$ cat src/rtl/vga_timing_gen.sv
// VGA raster timing generator.
// A clock divider produces a one-clk pixel strobe (p_tick). Horizontal and
// vertical counters advance on that strobe. The sync, blanking and
// frame-origin outputs are registered from the counters' next-state values,
// so they always line up with the x/y values currently on the outputs.
module vga_timing_gen #(
    parameter int H_DISPLAY = 640,  // visible pixels per line
    parameter int H_FRONT   = 16,   // horizontal front porch (pixels)
    parameter int H_SYNC    = 96,   // hsync pulse width (pixels)
    parameter int H_BACK    = 48,   // horizontal back porch (pixels)
    parameter int V_DISPLAY = 480,  // visible lines per frame
    parameter int V_FRONT   = 10,   // vertical front porch (lines)
    parameter int V_SYNC    = 2,    // vsync pulse width (lines)
    parameter int V_BACK    = 33,   // vertical back porch (lines)
    parameter int CLK_DIV   = 4     // system clocks per pixel, 1..16
) (
    input  logic       clk,
    input  logic       rst_n,
    output logic       p_tick,
    output logic [9:0] x,
    output logic [9:0] y,
    output logic       video_on,
    output logic       hsync,
    output logic       vsync,
    output logic       frame_start
);

    // Both totals must fit the 10-bit counters (at most 1024).
    localparam int H_TOTAL = H_DISPLAY + H_FRONT + H_SYNC + H_BACK;
    localparam int V_TOTAL = V_DISPLAY + V_FRONT + V_SYNC + V_BACK;

    // Decode boundaries are kept 11 bits wide so a 1024-wide region
    // still compares correctly against a zero-extended 10-bit counter.
    localparam logic [10:0] H_VIS_END  = 11'(H_DISPLAY);
    localparam logic [10:0] V_VIS_END  = 11'(V_DISPLAY);
    localparam logic [10:0] HS_FIRST   = 11'(H_DISPLAY + H_FRONT);
    localparam logic [10:0] HS_LAST    = 11'(H_DISPLAY + H_FRONT + H_SYNC - 1);
    localparam logic [10:0] VS_FIRST   = 11'(V_DISPLAY + V_FRONT);
    localparam logic [10:0] VS_LAST    = 11'(V_DISPLAY + V_FRONT + V_SYNC - 1);
    localparam logic [9:0]  X_LAST     = 10'(H_TOTAL - 1);
    localparam logic [9:0]  Y_LAST     = 10'(V_TOTAL - 1);
    localparam logic [3:0]  DIV_LAST   = 4'(CLK_DIV - 1);

    logic [3:0] div_q,   div_d;
    logic       p_tick_q, p_tick_d;
    logic [9:0] x_q,     x_d;
    logic [9:0] y_q,     y_d;
    logic       video_on_q, video_on_d;
    logic       hsync_q,    hsync_d;
    logic       vsync_q,    vsync_d;
    logic       frame_start_q, frame_start_d;
    logic       x_wrap, y_wrap;

    // Divider: counts 0..CLK_DIV-1. The strobe is a registered decode of the
    // terminal count, so it is glitch-free, stays low through reset even for
    // CLK_DIV=1, and first rises exactly CLK_DIV clks after reset release.
    always_comb begin
        div_d    = (div_q == DIV_LAST) ? 4'd0 : div_q + 4'd1;
        p_tick_d = (div_q == DIV_LAST);
    end

    // Raster counters: x steps on each strobe, y steps when x wraps.
    always_comb begin
        x_wrap = (x_q == X_LAST);
        y_wrap = (y_q == Y_LAST);
        x_d    = x_q;
        y_d    = y_q;
        if (p_tick_q) begin
            x_d = x_wrap ? 10'd0 : x_q + 10'd1;
            if (x_wrap) begin
                y_d = y_wrap ? 10'd0 : y_q + 10'd1;
            end
        end
    end

    // Output decode from next-state counters; registering it makes the flags
    // change on the same edge as x/y, with no decode glitches.
    always_comb begin
        video_on_d    = ({1'b0, x_d} < H_VIS_END) && ({1'b0, y_d} < V_VIS_END);
        hsync_d       = !(({1'b0, x_d} >= HS_FIRST) && ({1'b0, x_d} <= HS_LAST));
        vsync_d       = !(({1'b0, y_d} >= VS_FIRST) && ({1'b0, y_d} <= VS_LAST));
        frame_start_d = p_tick_q && x_wrap && y_wrap;
    end

    // State registers; reset puts the raster at its origin.
    always_ff @(posedge clk or negedge rst_n) begin
        if (!rst_n) begin
            div_q         <= 4'd0;
            p_tick_q      <= 1'b0;
            x_q           <= 10'd0;
            y_q           <= 10'd0;
            video_on_q    <= 1'b1;
            hsync_q       <= 1'b1;
            vsync_q       <= 1'b1;
            frame_start_q <= 1'b0;
        end else begin
            div_q         <= div_d;
            p_tick_q      <= p_tick_d;
            x_q           <= x_d;
            y_q           <= y_d;
            video_on_q    <= video_on_d;
            hsync_q       <= hsync_d;
            vsync_q       <= vsync_d;
            frame_start_q <= frame_start_d;
        end
    end

    assign p_tick      = p_tick_q;
    assign x           = x_q;
    assign y           = y_q;
    assign video_on    = video_on_q;
    assign hsync       = hsync_q;
    assign vsync       = vsync_q;
    assign frame_start = frame_start_q;

endmodule
$ cat config.mk
export PLATFORM = sky130hd
export DESIGN_NAME = vga_timing_gen
export DESIGN_NICKNAME = d
export VERILOG_FILES = /design/src/rtl/vga_timing_gen.sv
export SDC_FILE = /design/constraint.sdc
export NUM_CORES = 1
export LEC_CHECK = 0
export CAP_MARGIN = 20
export CORE_UTILIZATION = 30
export DETAILED_ROUTE_END_ITERATION = 16
export GPL_TIMING_DRIVEN = 0
export PLACE_DENSITY = 0.52
export SYNTH_ARGS = -nofsm -noshare
export SYNTH_HDL_FRONTEND = slang
export SYNTH_SLANG_ARGS = --single-unit
$ cat constraint.sdc
create_clock -name clk -period 3.3 [get_ports clk]
set_clock_uncertainty 0.1 [all_clocks]
set_input_delay 0.66 -clock clk [delete_from_list [all_inputs] [get_ports clk]]
set_output_delay 0.66 -clock clk [all_outputs]
set_load 0.01 [all_outputs]
==> key figures, run 1 <==
Run status
  • Status: completed

Synth
  • Register area share after synthesis: 0.470
  • Dominant cell type by area after synthesis: sky130_fd_sc_hd__dfrtp_1
  • Count of warnings emitted by yosys: 0
  • Post-synthesis instance area: 1550 um2
  • Most frequently used cell type in the post-synthesis netlist: sky130_fd_sc_hd__dfrtp_1
  • Main flop type after synthesis: sky130_fd_sc_hd__dfrtp_1
  • Synth top area share: 0.419
  • Top cells by area, synth: sky130_fd_sc_hd__dfrtp_1, sky130_fd_sc_hd__dfstp_2, sky130_fd_sc_hd__xnor2_1
  • Most used standard cells in the synthesized netlist: sky130_fd_sc_hd__dfrtp_1, sky130_fd_sc_hd__nand2_1, sky130_fd_sc_hd__nand3_1, sky130_fd_sc_hd__o21ai_0, sky130_fd_sc_hd__nor2_1
  • Synthesized net count: 156
  • Synth async-reset ratio: 1.00
  • Count of distinct cell types in the synthesized netlist: 42
  • Number of cells produced by synthesis: 150
  • Number of storage elements in the synthesis netlist: 29
  • Avg Synthesized Cell Area: 10.4 um2
  • Post-synth EDFFs: 0

GRT
  • Met1 GRT Util: 0.189
  • Met3 demand-to-capacity share in global routing: 0.0407
  • Antenna violations before repair: 0
  • Most Used Layer, Global Route: met2
  • Total Routing Usage GR: 0.152
  • Global route total overflow: 0
  • Via count of the first global-routing pass: 1,238
  • Pin count of the biggest net entering global routing: 21
  • Wire length of the first global-routing pass: 6.10 mm
  • GR Layer Usage met2: 0.242

Pwr
  • Leakage power: 0.819 nW
  • Power density over the cells: 321 nW/um2
  • Worst vdd ir: 184 uV

Routing
  • Final routed wire length divided by cell count: 14.3 um
  • Final WL: 3.60 mm
  • Number of remaining DRC errors: 0
  • Vias after detailed routing: 1,270
  • Detailed Routing Iterations Pass 1: 4
  • Number of nets with antenna violations after routing: 0
  • Post-DR vias/cell: 5.04
  • Initial drt markers: 52

Cells and area
  • Synth-to-Final Area Change: 29.1%
  • Final layout net count: 190
  • Fraction of layout instances using a drive strength above 1: 0.151
  • Total inserted antenna cells: 0
  • Fillers: 482
  • Register cell area after layout: 729 um2
  • Finished Layout Cells: 252
  • Combined area of the multi-input logic cells: 743 um2
  • Final Util: 0.413

Critical path
  • Worst R2R Start: x[0]
  • Worst-path fanout max: 9
  • Nature of the critical path endpoint: flip-flop
  • Endpoint required time on the critical path: 3.40 ns
  • Critical Setup Path Class: flip-flop to flip-flop
  • Launching element type of the critical path: flip-flop
  • Setup crit start: x[0]
  • Signal arrival time at the worst endpoint: 2.38 ns

Place
  • Routability congestion estimate: 0.894
  • Number of port buffers: 26
  • HPWL after detailed placement: 2.61 mm
  • Worst setup slack before clock tree synthesis: 1.05 ns
  • Placed insts: 244

STA
  • Final Slew Violations: 0
  • Setup repair after global routing missed its margin: no
  • Post-layout min period: 2.28 ns
  • Final worst-path setup slack: 1.02 ns
  • Max Clock Freq: 438 MHz
  • Tightest slew margin relative to the limit: 0.572
  • Period utilization: 0.692
  • Final setup violating endpoints: 0
  • Number of hold violations in the final report: 0
  • Fin Setup TNS: 0 ns
  • Worst-Margin Slew: 0.637 ns

Floorplan
  • Horiz. Die Dim: 73.9 um
  • Die area: 5470 um2
  • Vert. Die Dim: 73.9 um
  • Top-level port count: 27
  • Effective utilization at floorplan: 0.320
  • Core Rows: 25
  • Total core area: 4850 um2

Clock tree
  • Worst skew pair latency: 0.27 ns
  • Post-cts gate resize count: 0
  • # H-tree levels: 2
  • Post-CTS setup buffer count: 0
  • CTS clock-pin slew for the worst setup and hold paths: 0.06 ns
  • Clock Tree Buf Depth: 2
  • Clock root buffer master: sky130_fd_sc_hd__clkbuf_8
  • Post-CTS Hold Fix Bufs: 0
  • Inserted Clock Buffers: 5
  • Number of clock sinks seen by CTS: 29
  • TritonCTS clock tree: done

Job
  • Max-cap check violation count: 0

Worst hold path
  • Type of the most critical hold path: flip-flop to flip-flop
  • Hold Crit Start: div_q[0]
through the flow:
stage               instance area (um2)  hold WS (ns)  power [mW]
finish                             2000         0.360       0.643
global route                       2000         0.398       0.676
CTS                                2000         0.366       0.659
detailed placement                 1920         0.358       0.375
global placement                   1900         0.344       0.371
floorplan                          1550         0.264       0.362
registers in the layout, indices dropped and copies added, names as in the netlist:
register     cells
vsync            1
p_tick           1
hsync            1
frame_start      1
x               10
video_on         1
y               10
div_q            4
worst max-delay path, cell delays in order, from the launching register on:
cell and delay (ns):
sky130_fd_sc_hd__dfrtp_1 0.40, sky130_fd_sc_hd__ha_1 0.25, sky130_fd_sc_hd__nand4_2 0.17, sky130_fd_sc_hd__or4_4 0.50, sky130_fd_sc_hd__buf_6 0.16, sky130_fd_sc_hd__o211ai_2 0.14, sky130_fd_sc_hd__o21ai_1 0.10, sky130_fd_sc_hd__and4_4 0.21
sky130_fd_sc_hd__nor3_2 0.16
logic make-up (layout without fill, tap and decap cells):
family,after synthesis,count (layout),synth area share
adders and majority gates,4,4,0.0322
muxes,5,5,0.0371
DFF,29,29,0.470
buffers and inverters,12,47,0.0516
and+or+nand+nor,60,60,0.231
AOI/OAI and AO/OA,30,30,0.122
xor gates and xnor gates,10,10,0.0564
metal layers:
layer	wire length [um]	up-vias
met4	91	0
met2	1690	30
met1	1670	620
li1	-	612
met3	153	8
met5	0	-
placed cells by master, fill, tap and decap left out, drive strengths merged, types with 5 or more instances in the layout:
| cell | count |
|---|---|
| buf | 7 |
| inv | 5 |
| xnor2 | 8 |
| clkdlybuf4s50 | 26 |
| nand2 | 13 |
| o21ai | 13 |
| dfrtp | 26 |
| nand3 | 11 |
| nand4 | 7 |
| clkbuf | 9 |
| nor2 | 9 |
where the power goes:
group | total (mW) | internal (mW) | switching, mW
clock network | 0.275 | 0.149 | 0.126
registers | 0.356 | 0.356 | 0
logic | 0.0119 | 0.00432 | 0.00760
path summary, 6_finish.rpt:
| path | end | slack, ns | cells past startpoint |
|---|---|---|---|
| setup / recovery | video_on | 1.02 | 8 |
| hold / removal | div_q[0] | 0.36 | 1 |
| setup reg to reg | video_on | 1.02 | 8 |
| hold reg to reg | div_q[0] | 0.36 | 1 |
| max in group asynchronous | hsync | 1.87 | 2 |
| min in group asynchronous | y[1] | 0.66 | 1 |
final cells by class:
type,instances,area share
Sequential cell,29,0.364
Multi-Input combinational cell,109,0.371
Buffer,7,0.0281
Inverter,5,0.0119
Clock buffer,8,0.0400
Timing Repair Buffer,27,0.144
Tap cell,67,0.0418
Note: power is estimated with default switching activity, not from simulation.
==> run 2, diff against run 1 <==
- clock period: 3.3 -> 2.1 ns (I/O delays scaled with it)
==> run 2 against run 1 <==
Register-to-register slack worse by 1.0 ns. Sequential share of layout area down 2.7 points. Sequential power up 57%. Cell area grew 8.1%. Power increased by 57%. Fmax up 9.8%. Setup slack lost 1.0 ns. Combinational power rose by 57%. Via count is 2.7% higher. Highest routed layer unchanged. Critical endpoint unchanged.
==> key figures, run 2 (synthesis gave the netlist of run 1 again) <==
Run status
  • Status: completed

Clock tree
  • CTS clock-pin slew for the worst setup and hold paths: 0.06 ns (about the same)
  • Clock root buffer master: sky130_fd_sc_hd__clkbuf_8
  • Number of clock sinks seen by CTS: 29 (unchanged)
  • TritonCTS clock tree: done
  • # H-tree levels: 2 (unchanged)
  • Worst skew pair latency: 0.28 ns (about the same)
  • Post-CTS Hold Fix Bufs: 0 (unchanged)
  • Inserted Clock Buffers: 5 (unchanged)
  • Clock Tree Buf Depth: 2 (unchanged)

STA
  • Tightest slew margin relative to the limit: 0.617 (+0.0450)
  • Period utilization: 0.990 (+0.298)
  • Final setup violating endpoints: 0 (unchanged)
  • Max Clock Freq: 481 MHz (+9.8%)
  • Post-layout min period: 2.08 ns (-0.203 ns)
  • Number of hold violations in the final report: 0 (unchanged)
  • Worst-Margin Slew: 0.572 ns (-0.0643 ns)
  • Setup repair after global routing missed its margin: yes
  • Final Slew Violations: 0 (unchanged)

Pwr
  • Final Total Pwr: 1.01 mW (+57%)
  • Worst vdd ir: 278 uV (+51%)
  • Leakage power: 0.886 nW (+8.2%)
  • Power density over the cells: 467 nW/um2 (+46%)

Routing
  • Number of nets with antenna violations after routing: 0 (unchanged)
  • Final routed wire length divided by cell count: 14.7 um (+2.6%)
  • Number of remaining DRC errors: 0 (unchanged)
  • Detailed Routing Iterations Pass 1: 4 (unchanged)
  • Final WL: 3.83 mm (+6.2%)
  • Vias after detailed routing: 1,304 (+2.7%)
  • Initial drt markers: 39 (-25%)
  • Post-DR vias/cell: 5.00 (-0.86%)

Floorplan
  • Horiz. Die Dim: 73.9 um (unchanged)
  • Total core area: 4850 um2 (unchanged)
  • Vert. Die Dim: 73.9 um (unchanged)
  • Effective utilization at floorplan: 0.320 (unchanged)
  • Top-level port count: 27 (unchanged)
  • Die area: 5470 um2 (unchanged)
  • Core Rows: 25 (unchanged)

Critical path
  • Flop2flop setup slack: 0.02 ns (-1.00 ns)
  • Top Family by Delay on Critical Path: simple AND/OR/NAND/NOR gates
  • Crit-path max cell delay: 0.57 ns (+0.07 ns)
  • Signal arrival time at the worst endpoint: 2.18 ns (-0.20 ns)
  • Setup crit start: x[0]
  • Cell with the largest stage delay on the worst path: sky130_fd_sc_hd__or4_4
  • Worst-path fanout max: 6 (-3)
  • Endpoint required time on the critical path: 2.20 ns (-1.20 ns)
  • Launching element type of the critical path: flip-flop
  • Critical path buffers and inverters: 0 (-1)
  • Series of cell instances along the critical path: ha_4 > nand4_4 > or4_4 > o211ai_2 > o21ai_2 > and4_4 > nor3_2
  • Nature of the critical path endpoint: flip-flop
  • Critical Setup Path Class: flip-flop to flip-flop
  • Worst R2R Start: x[0]

Cells and area
  • Commonest cells after routing, fill and taps aside: sky130_fd_sc_hd__dfrtp_1, sky130_fd_sc_hd__clkdlybuf4s50_1, sky130_fd_sc_hd__nand2_1, sky130_fd_sc_hd__buf_4, sky130_fd_sc_hd__o21ai_0
  • Fin area: 2170 um2 (+8.1%)
  • Synth-to-Final Area Change: 39.5%
  • Final layout net count: 199 (+4.7%)
  • Total inserted antenna cells: 0 (unchanged)
  • Fraction of layout instances using a drive strength above 1: 0.237 (+0.0858)
  • Final Util: 0.447 (+0.0333)

GRT
  • Wire length of the first global-routing pass: 6.41 mm (+5.1%)
  • Global route total overflow: 0 (unchanged)
  • Pin count of the biggest net entering global routing: 21 (unchanged)
  • Via count of the first global-routing pass: 1,288 (+4.0%)
  • Antenna violations before repair: 0 (unchanged)
  • Total Routing Usage GR: 0.159 (+0.00748)

Place
  • Number of port buffers: 26 (unchanged)
  • Routability congestion estimate: 0.894 (unchanged)
  • Area of placed instances: 1920 um2 (unchanged)
  • HPWL after detailed placement: 2.61 mm (unchanged)

Worst hold path
  • Type of the most critical hold path: flip-flop to flip-flop
  • Hold Crit Start: div_q[0]

Job
  • Max-cap check violation count: 0 (unchanged)
[run 2: layout make-up]
class                   instances  area, um2
fillers                       470       2680
clock buffers                   8       80.1
flip-flops and latches         29        729
plain buffers                   6       48.8
repair buffers                 37        363
multi-input cells             109        837
well taps                      67       83.8
inverters                       5       23.8
[run 2: path summary, 6_finish.rpt]
path | cells after the start | end
max | 7 | video_on
min | 1 | div_q[0]
max reg2reg | 7 | video_on
min reg2reg | 1 | div_q[0]
max in group asynchronous | 2 | hsync
min in group asynchronous | 1 | y[1]
[run 2: metal layers]
metal  vias to the layer above  GRT usage  wire (um)
li1                        625          -          -
met1                       644      0.199       1730
met2                        29      0.256       1880
met3                         6     0.0407        155
met4                         0     0.0812         62
met5                         -          0          0
[run 2: repair_timing]
item	4_1_cts	5_1_grt
resized for setup	8	8
buffers inserted	5	5
pin swaps	3	4
setup endpoints to repair	3	3
[run 2: power by group]
| part | switching (mW) | leakage (nW) | internal [mW] |
|---|---|---|---|
| clock | 0.200 | 0.0395 | 0.235 |
| combinational | 0.0119 | 0.466 | 0.00679 |
| sequential | 0 | 0.380 | 0.559 |
[run 2: per-stage QoR]
step / worst slack, ns / cells / hold slack [ns] / setup TNS, ns
2_1_floorplan: 0.00605 / 150 / 0.0244 / 0
3_3_place_gp: -0.138 / 243 / 0.344 / -0.311
3_5_place_dp: -0.153 / 244 / 0.358 / -0.325
4_1_cts: 0.00998 / 256 / 0.366 / 0
5_1_grt: -0.122 / 261 / 0.398 / -0.243
6_report: 0.0209 / 261 / 0.362 / 0
